$ cat src/rtl/ifetch_ctrl.sv
// Instruction-fetch sequencer: PC register, ROM address drive, and a small fetch FIFO to decode.
// Define IFETCH_PERF_EN to add the fetch/stall performance counters.
module ifetch_ctrl #(
   parameter int unsigned          ADDR_WIDTH = 64,
   parameter int unsigned          DATA_WIDTH = 32,
   parameter logic [ADDR_WIDTH-1:0] RESET_PC  = 64'h0,
   parameter int unsigned          FIFO_DEPTH = 2
) (
   input  logic                  clk_i,
   input  logic                  rst_ni,
   input  logic                  fetch_en_i,
   output logic [ADDR_WIDTH-1:0] rom_addr_o,
   input  logic [DATA_WIDTH-1:0] rom_data_i,
   input  logic                  rom_illegal_i,
   input  logic                  redirect_valid_i,
   input  logic [ADDR_WIDTH-1:0] redirect_pc_i,
   output logic                  inst_valid_o,
   input  logic                  inst_ready_i,
   output logic [DATA_WIDTH-1:0] inst_o,
   output logic [ADDR_WIDTH-1:0] inst_pc_o,
   output logic                  inst_fault_o,
   output logic                  halted_o
`ifdef IFETCH_PERF_EN
   ,
   output logic [63:0]           perf_fetch_cnt_o,
   output logic [63:0]           perf_stall_cnt_o
`endif
);

   localparam int unsigned PTR_W = $clog2(FIFO_DEPTH);
   localparam int unsigned CNT_W = PTR_W + 1;

   typedef enum logic {ST_RUN, ST_HALT} state_e;

   state_e state_q, state_d;

   logic [ADDR_WIDTH-1:0] pc_q;
   logic [ADDR_WIDTH-1:0] pc_mem    [FIFO_DEPTH];
   logic [DATA_WIDTH-1:0] data_mem  [FIFO_DEPTH];
   logic                  fault_mem [FIFO_DEPTH];
   logic [PTR_W-1:0]      wr_ptr_q, rd_ptr_q;
   logic [CNT_W-1:0]      count_q;

   logic fifo_empty, fifo_full, fetch_req, push, pop;

   assign fifo_empty = (count_q == '0);
   assign fifo_full  = (count_q == CNT_W'(FIFO_DEPTH));
   assign pop        = !fifo_empty && inst_ready_i;
   assign fetch_req  = (state_q == ST_RUN) && fetch_en_i && !redirect_valid_i;
   // A full FIFO still accepts a push when the head leaves in the same cycle.
   assign push       = fetch_req && (!fifo_full || pop);
   assign rom_addr_o = pc_q;

   always_ff @(posedge clk_i) begin
      if (!rst_ni) state_q <= ST_RUN;
      else         state_q <= state_d;
   end

   always_comb begin
      state_d = state_q;
      if (redirect_valid_i)          state_d = ST_RUN;
      else if (push && rom_illegal_i) state_d = ST_HALT;
   end

   always_comb begin
      halted_o     = (state_q == ST_HALT);
      inst_valid_o = !fifo_empty;
      inst_o       = '0;
      inst_pc_o    = '0;
      inst_fault_o = 1'b0;
      if (!fifo_empty) begin
         inst_o       = data_mem[rd_ptr_q];
         inst_pc_o    = pc_mem[rd_ptr_q];
         inst_fault_o = fault_mem[rd_ptr_q];
      end
   end

   // A faulting fetch leaves pc_q on the offending address until a redirect.
   always_ff @(posedge clk_i) begin
      if (!rst_ni) begin
         pc_q     <= RESET_PC;
         wr_ptr_q <= '0;
         rd_ptr_q <= '0;
         count_q  <= '0;
      end else if (redirect_valid_i) begin
         pc_q     <= redirect_pc_i;
         wr_ptr_q <= '0;
         rd_ptr_q <= '0;
         count_q  <= '0;
      end else begin
         if (push) begin
            wr_ptr_q <= wr_ptr_q + 1'b1;
            if (!rom_illegal_i) pc_q <= pc_q + ADDR_WIDTH'(4);
         end
         if (pop) rd_ptr_q <= rd_ptr_q + 1'b1;
         case ({push, pop})
            2'b10:   count_q <= count_q + 1'b1;
            2'b01:   count_q <= count_q - 1'b1;
            default: count_q <= count_q;
         endcase
      end
   end

   always_ff @(posedge clk_i) begin
      if (push) begin
         pc_mem[wr_ptr_q]    <= pc_q;
         data_mem[wr_ptr_q]  <= rom_illegal_i ? '0 : rom_data_i;
         fault_mem[wr_ptr_q] <= rom_illegal_i;
      end
   end

`ifdef IFETCH_PERF_EN
   always_ff @(posedge clk_i) begin
      if (!rst_ni) begin
         perf_fetch_cnt_o <= '0;
         perf_stall_cnt_o <= '0;
      end else begin
         if (push)                          perf_fetch_cnt_o <= perf_fetch_cnt_o + 64'd1;
         if (fetch_req && fifo_full && !pop) perf_stall_cnt_o <= perf_stall_cnt_o + 64'd1;
      end
   end
`endif

endmodule

$ cat config.mk
export PLATFORM = sky130hd
export DESIGN_NAME = ifetch_ctrl
export DESIGN_NICKNAME = d
export VERILOG_FILES = /design/src/rtl/ifetch_ctrl.sv
export SDC_FILE = /design/constraint.sdc
export NUM_CORES = 1
export LEC_CHECK = 0
export ABC_AREA = 1
export BUFFER_PORTS_ARGS = -buffer_cell sky130_fd_sc_hd__clkbuf_2
export CORE_UTILIZATION = 57
export DETAILED_ROUTE_END_ITERATION = 12
export GPL_ROUTABILITY_DRIVEN = 0
export PLACE_DENSITY = 0.83
export SLEW_MARGIN = 20
export SYNTH_ARGS = -nofsm -noshare
export SYNTH_HDL_FRONTEND = slang
export SYNTH_SLANG_ARGS = --single-unit
$ cat constraint.sdc
create_clock -name clk_i -period 19.5 [get_ports clk_i]
set_clock_uncertainty 0.2 [all_clocks]
set_input_delay 3.9 -clock clk_i [delete_from_list [all_inputs] [get_ports clk_i]]
set_output_delay 3.9 -clock clk_i [all_outputs]
set_load 0.02 [all_outputs]
==> results of run 1 <==
metrics by stage:
stage	area [µm²]	hold WS (ns)
detailed placement	14000	0.231
global route	15000	0.254
CTS	14900	0.235
floorplan	12500	0.225
global placement	14000	0.226
finish	15000	0.239
critical path, cell delays in order (launching register included):
cell and delay, ns:
dfxtp_4 0.99, clkinv_2 0.29, buf_4 0.49, nand2_1 0.21
a21oi_1 0.10, clkbuf_2 0.20
cells in the final DEF, fill, tap and decap left out, drive strengths merged:
cell type	netlist	final
a21boi	1	1
a21oi	144	144
a22oi	3	3
a31o	1	1
a31oi	18	18
and2	2	2
and3	2	2
buf	22	10
bufinv	0	5
clkbuf	39	298
clkinv	2	10
clkinvlp	0	1
dfxtp	70	70
diode	0	1
edfxtp	194	194
ha	1	1
inv	139	140
nand2	473	473
nand3	58	58
nand3b	1	1
nand4	8	8
nor2	178	178
nor3	7	7
o211ai	5	5
o21ai	49	49
o21bai	5	5
o221ai	2	2
xnor2	9	9
xor2	10	10
area by class of cell:
type | count | area, µm² | area share, %
multi-input cells | 977 | 4500 | 30.1
clock inverters | 15 | 214 | 1.43
clock buffers | 34 | 732 | 4.89
well taps | 275 | 344 | 2.30
repair buffers | 274 | 1410 | 9.41
diodes | 1 | 2.50 | 0.0167
inverters | 141 | 531 | 3.55
flip-flops and latches | 264 | 7230 | 48.3
registers in the layout (all words and copies together) (netlist names), named ones only:
| signal | flops |
|---|---|
| rd_ptr_q | 1 |
| pc_mem | 128 |
| fault_mem | 2 |
| halted_o | 1 |
| rom_addr_o | 64 |
| count_q | 2 |
| wr_ptr_q | 1 |
| data_mem | 64 |
cell families (layout without fill, tap and decap cells):
group	count (synthesis)	count (layout)	share of synthesized area, %
and+or+nand+nor	729	729	24.6
AOI/OAI and AO/OA	228	228	9.76
xor gates and xnor gates	19	19	1.33
buffers and inverters	202	464	6.43
other	0	1	0
adders and majority gates	1	1	0.100
DFF	264	264	57.8
how the worst min path moves through the flow:
stage | from | to | slack (ns) | cells past startpoint
after global routing | rd_ptr_q | register | 0.25 | 1
after floorplan | rd_ptr_q | register | 0.23 | 1
after global placement | rd_ptr_q | register | 0.23 | 1
after detailed placement | rd_ptr_q | register | 0.23 | 1
final | rd_ptr_q | register | 0.24 | 1
after CTS | rd_ptr_q | register | 0.24 | 1
power groups by stage:
stage               registers, mW  clock network (mW)  logic [mW]
global placement            0.660                   0       0.101
finish                      0.650               0.547       0.104
floorplan                   0.664                   0      0.0558
global route                0.652               0.570       0.115
CTS                         0.649               0.550       0.104
detailed placement          0.661                   0       0.103
metal layers:
layer / vias up / track usage [%] / routed length (µm)
met5: - / 0 / 0
met4: 0 / 12.3 / 1270
met3: 92 / 4.27 / 2860
li1: 5212 / - / -
met1: 5070 / 38.8 / 13700
met2: 541 / 48.4 / 15900
==> reports/metrics.cfg, run 1 <==
[floorplan]
ios = 265
rows = 53
die_area_um2 = 22500
die_h_um = 150
initial_core_util_pct = 58.8
die_w_um = 150
core_um2 = 21300

[clock_tree]
post_cts_resized = 0
cts_buffers = 27
insertion_delay_ns = 0.53
h-tree-depth = 1
clockRootBuffer = clkbuf_16
cts.clk_slew.worst_paths_ns = 0.06
cts_max_path_buffers = 3
cts_tree = done
post-cts-setup-buffers = 0
hold_buffers = 0
cts_sinks = 264

[synthesis]
synth_top_cells_by_count = 460 x nand2_1, 194 x edfxtp_1, 155 x nor2_1, 142 x a21oi_1, 134 x inv_1
netlist_instances = 1443
ys_types = 41
synth_seq_area_share_pct = 57.8
async_flop_share_pct = 0
synth_ff_type = edfxtp_1
ys_seq_elements = 264
syn_area_per_cell_um2 = 8.67
synth_area_leader_cell = edfxtp_1
synth_top_area_share_pct = 46.6
synth.most_common_cell = nand2_1
syn-num-nets = 1546
synth_edf_count = 194
ys_warn_count = 0
syn_area_um2 = 12500
synth.area.top_cells = edfxtp_1 47%, nand2_1 14%, dfxtp_1 11%

[setup_path]
start_kind = register
worstReg2RegStart = count_q[0]
crit_fanout = 98
rrSetupSlack_ns = 16.78
critPathCapture = inst_pc_o[58]
reg2regPathDepth = 9
cp.required_ns = 15.40
rr_endpoint = rom_addr_o[12]
end_kind = output port
critPathKind = reg2out
worstPathArrival_ns = 2.91

[detailed_routing]
viasPerCell = 5.51
drt_iter0_markers = 993
drc = 0
vias = 10900
dr.pass1.iters = 6
wire_per_inst_um = 17.0
routed_wl_um = 33700
final_antenna_net_count = 0

[sta]
slew_headroom_pct = 29.7
tns_ns = 0
finalCritPeriodShare_pct = 35.9
hold_viol_final = 0
finalCriticalPeriod_ns = 7.01
tightest_slew_ns = 1.05
rsz0062_at_grt = no
drv_slew = 0
max_freq_ghz = 0.143
setup_viol = 0
worst_slack_ns = 12.49

[power]
comb_power_share_pct = 8.0
switching_power_uw = 308
p_int_uw = 993
ir_drop_uv = 64.2
power_leakage_nw = 6.28
clock_power_share_pct = 42.0
seqPwrFrac_pct = 49.9
p_total_mw = 1.30
p_per_area_nw_per_um2 = 87.0
sw_frac_of_total_pct = 23.7

[global_routing]
antenna_found_initial = 0
grt_max_degree = 99
grt_pass1_wl_um = 51200
grt-ovfl-total = 0
grt_pass1_vias = 9820
grt_usage_pct = 29.3

[cells_and_area]
fin_nets = 1788
final_util_pct = 70.3
n_fill_cell = 1648
final_cells = 1981
layout-drive-gt1-share_pct = 21.6
area_growth_pct = 19.6

[placement]
dp_cells = 1930
place_ws_ns = 12.47
port_buffers = 264
dp_hpwl_um = 23100

[min_path]
min_path_type = reg2reg

[run]
max_cap_viol_count = 0

[outcome]
run_status = finished, final reports clean

(Power assumes the default switching activity.)
==> run 2, diff against run 1 <==
--- a/config.mk
+++ b/config.mk
@@ -5,12 +5,12 @@
 export SDC_FILE = /design/constraint.sdc
 export NUM_CORES = 1
 export LEC_CHECK = 0
-export ABC_AREA = 1
+export ABC_AREA = 0
 export BUFFER_PORTS_ARGS = -buffer_cell sky130_fd_sc_hd__clkbuf_2
-export CORE_UTILIZATION = 57
+export CORE_UTILIZATION = 54
 export DETAILED_ROUTE_END_ITERATION = 12
 export GPL_ROUTABILITY_DRIVEN = 0
-export PLACE_DENSITY = 0.83
+export PLACE_DENSITY = 0.8
 export SLEW_MARGIN = 20
 export SYNTH_ARGS = -nofsm -noshare
 export SYNTH_HDL_FRONTEND = slang
==> constraint.sdc (replaced) <==
create_clock -name clk_i -period 6.55 [get_ports clk_i]
set_clock_uncertainty 0.2 [all_clocks]
set_input_delay 1.31 -clock clk_i [delete_from_list [all_inputs] [get_ports clk_i]]
set_output_delay 1.31 -clock clk_i [all_outputs]
set_load 0.02 [all_outputs]
==> run 2 against run 1 <==
  * Sequential power grew to 3.0 times the previous value
  * Combinational power rose to 2.6 times the previous value
  * Global-route usage fell by 2.9 points
  * Final cell count down 23%
  * Critical path depth fell by 1
  * Synthesized cell count fell by 33%
  * Total power grew to 2.9 times the previous value
  * Clock power grew to 2.8 times the previous value
  * Clock-buffer cell count is 7 higher
  * Setup slack got worse by 10 ns
  * Area after synthesis decreased by 8.4%
  * Critical path type unchanged
  * Critical endpoint is now inst_pc_o[2]
==> reports/metrics.cfg, run 2 <==
[detailed_routing]
wire_per_inst_um = 19.3  ; +13%
dr.pass1.iters = 5  ; -1
final_antenna_net_count = 0  ; unchanged
vias = 8810  ; -19%
viasPerCell = 5.81  ; +5.5%
drc = 0  ; unchanged
routed_wl_um = 29200  ; -13%
drt_iter0_markers = 551  ; -45%

[sta]
setup_viol = 0  ; unchanged
finalCritPeriodShare_pct = 62.5
finalCriticalPeriod_ns = 4.10
rsz0062_at_grt = no
tns_ns = 0  ; unchanged
max_freq_ghz = 0.244
tightest_slew_ns = 1.08  ; +0.0275 ns
drv_slew = 0  ; unchanged
slew_headroom_pct = 27.9  ; -1.8 points
hold_viol_final = 0  ; unchanged

[cells_and_area]
n_fill_cell = 1560  ; -5.3%
largest_reg_flops = 128  ; unchanged
final_util_pct = 68.0  ; -2.3 points
layout-drive-gt1-share_pct = 26.8  ; +5.2 points
multi_input_area_um2 = 4030  ; -11%
layout_commonest_cell = clkbuf_2
layout_common_cells = 264 x clkbuf_2, 194 x edfxtp_1, 136 x nor2_1
top_register = pc_mem
fin_nets = 1326  ; -26%
regArea_um2 = 7230  ; unchanged
area_growth_pct = 21.5

[clock_tree]
post-cts-setup-buffers = 0  ; unchanged
cts_max_path_buffers = 3  ; unchanged
clockRootBuffer = clkbuf_16
cts_sinks = 264  ; unchanged
cts_buffers = 28  ; +3.7%
cts_tree = done
h-tree-depth = 1  ; unchanged
cts.clk_slew.worst_paths_ns = 0.06  ; about the same
hold_buffers = 0  ; unchanged
post_cts_resized = 0  ; unchanged
insertion_delay_ns = 0.54  ; about the same

[power]
power_leakage_nw = 5.10  ; -19%
ir_drop_uv = 223  ; +250%
p_per_area_nw_per_um2 = 268  ; +210%

[global_routing]
grt_pass1_vias = 8186  ; -17%
grt_max_degree = 99  ; unchanged
grt_pass1_wl_um = 44900  ; -12%
grt-ovfl-total = 0  ; unchanged
antenna_found_initial = 1  ; +1
grt_usage_pct = 26.5  ; -2.9 points

[setup_path]
worstPathArrival_ns = 2.59  ; -0.32 ns
crit_fanout = 35  ; -64%
path_cells = buf_4 -> mux2i_1 -> nor2_1 -> clkbuf_2
start_kind = register
cp_slowest_cell = dfxtp_4
reg2regPathDepth = 6  ; -3
end_kind = output port
rr_endpoint = rom_addr_o[59]
cp.required_ns = 5.04  ; -10.36 ns
worstReg2RegStart = halted_o
critPathMaxStageDelay_ns = 0.76  ; -0.23 ns
critPathKind = reg2out
rrSetupSlack_ns = 3.17  ; -13.61 ns

[synthesis]
synth_ff_type = edfxtp_1
syn-num-nets = 1075  ; -30%
synth.most_common_cell = edfxtp_1
synthSimpleGateAreaFrac_pct = 15.9  ; -8.7 points
synth_edf_count = 194  ; unchanged
synth_top_cells_by_count = 194 x edfxtp_1, 138 x nor2_1, 99 x mux2i_1, 70 x dfxtp_1, 60 x a21oi_1
synth.area.top_cells = edfxtp_1 51%, dfxtp_1 12%, mux2i_1 8.6%
synth_area_leader_cell = edfxtp_1
async_flop_share_pct = 0  ; unchanged
synth_adder_area_share_pct = 0.109  ; +0.0092 points
synth_seq_area_share_pct = 63.1  ; +5.3 points
synthXorXnorAreaFrac_pct = 2.45  ; +1.1 points
ys_types = 55  ; +34%
ys_seq_elements = 264  ; unchanged
synthMuxAreaShare_pct = 8.75  ; +8.7 points
syn_area_um2 = 11500  ; -8.4%
netlist_instances = 972  ; -33%
synth_top_family_by_area = simple AND/OR/NAND/NOR gates
ys_warn_count = 0  ; unchanged
synth-compound-area-share_pct = 7.68  ; -2.1 points
syn_area_per_cell_um2 = 11.8  ; +36%
synth_top_area_share_pct = 50.8  ; +4.3 points

[run]
max_cap_viol_count = 0  ; unchanged

[floorplan]
die_w_um = 148  ; -1.6%
rows = 52  ; -1.9%
initial_core_util_pct = 55.9  ; -2.9 points
ios = 265  ; unchanged
core_um2 = 20500  ; -3.7%
die_h_um = 148  ; -1.6%
die_area_um2 = 21800  ; -3.3%

[min_path]
min_path_type = reg2reg
min_path_cells = 0  ; -1
hold_end = pc_mem[1][1]
hp-start = rom_addr_o[1]

[outcome]
run_status = finished, final reports clean

[placement]
port_buffers = 264  ; unchanged
dp_hpwl_um = 19500  ; -15%

-- run 2: changes by cell type in the layout (fill, tap and decap cells not counted), moves of 17 or more --
cell     delta
nand2_1   -420
inv_1     -128
mux2i_1    +99
a21oi_1    -82
nor2b_1    +32
nand4_1    +19
and3_1     +17
nand3_1    -17
o21ai_1    -17
-- run 2: layer usage --
metal | part of all wire [%] | track usage [%]
met5 | 0 | 0
met4 | 3.4 | 9.59
met3 | 8.7 | 5.22
met2 | 48 | 42.6
met1 | 40 | 35.8
-- run 2: per-stage QoR --
step                setup WS, ns  cells  power [mW]  area (µm²)  hold WS (ns)
finish                      2.45   1516        3.73       13900         0.274
global route                2.33   1516        3.85       13900         0.304
CTS                         2.42   1515        3.75       13900         0.277
detailed placement          2.06   1463        2.24       13000         0.267
global placement            2.14   1463        2.23       13000         0.260
floorplan                   1.59    972        2.11       11500         0.272
-- run 2: cell type report --
class                   count  share of cell area, %
clock buffers              41                   5.60
flip-flops and latches    264                   51.9
diodes                      1                 0.0180
repair buffers            275                   10.1
multi-input cells         646                   28.9
clock inverters            11                  0.836
well taps                 270                   2.43
inverters                   8                  0.216
-- run 2: worst max-delay path, delay by kind of cell (launching register included) --
| family | cells | cell delay [ns] |
|---|---|---|
| buffers and inverters | 2 | 0.79 |
| DFF | 1 | 0.76 |
| muxes | 1 | 0.38 |
| and+or+nand+nor | 1 | 0.08 |
-- run 2: cell families after synthesis --
group	count (synthesis)
XOR/XNOR	32
adder cells (fa/ha/maj)	1
multiplexers	100
AND/OR/NAND/NOR	361
flip-flops	264
buffers and inverters	62
AO/OA/AOI/OAI	152
-- run 2: worst max-delay path by stage --
| stage | to | slack (ns) | cells past startpoint |
|---|---|---|---|
| after floorplan | data_mem[0][0] | 1.59 | 3 |
| after global placement | rom_addr_o[29] | 2.14 | 7 |
| after detailed placement | rom_addr_o[29] | 2.06 | 7 |
| after CTS | inst_pc_o[2] | 2.42 | 4 |
| after global routing | inst_pc_o[2] | 2.33 | 4 |
| final | inst_pc_o[2] | 2.45 | 4 |
-- run 2: power by group --
group | switching, mW | internal, mW
Clock | 0.618 | 0.902
Sequential | 0.0664 | 1.86
Combinational | 0.175 | 0.0997
Total | 0.860 | 2.87
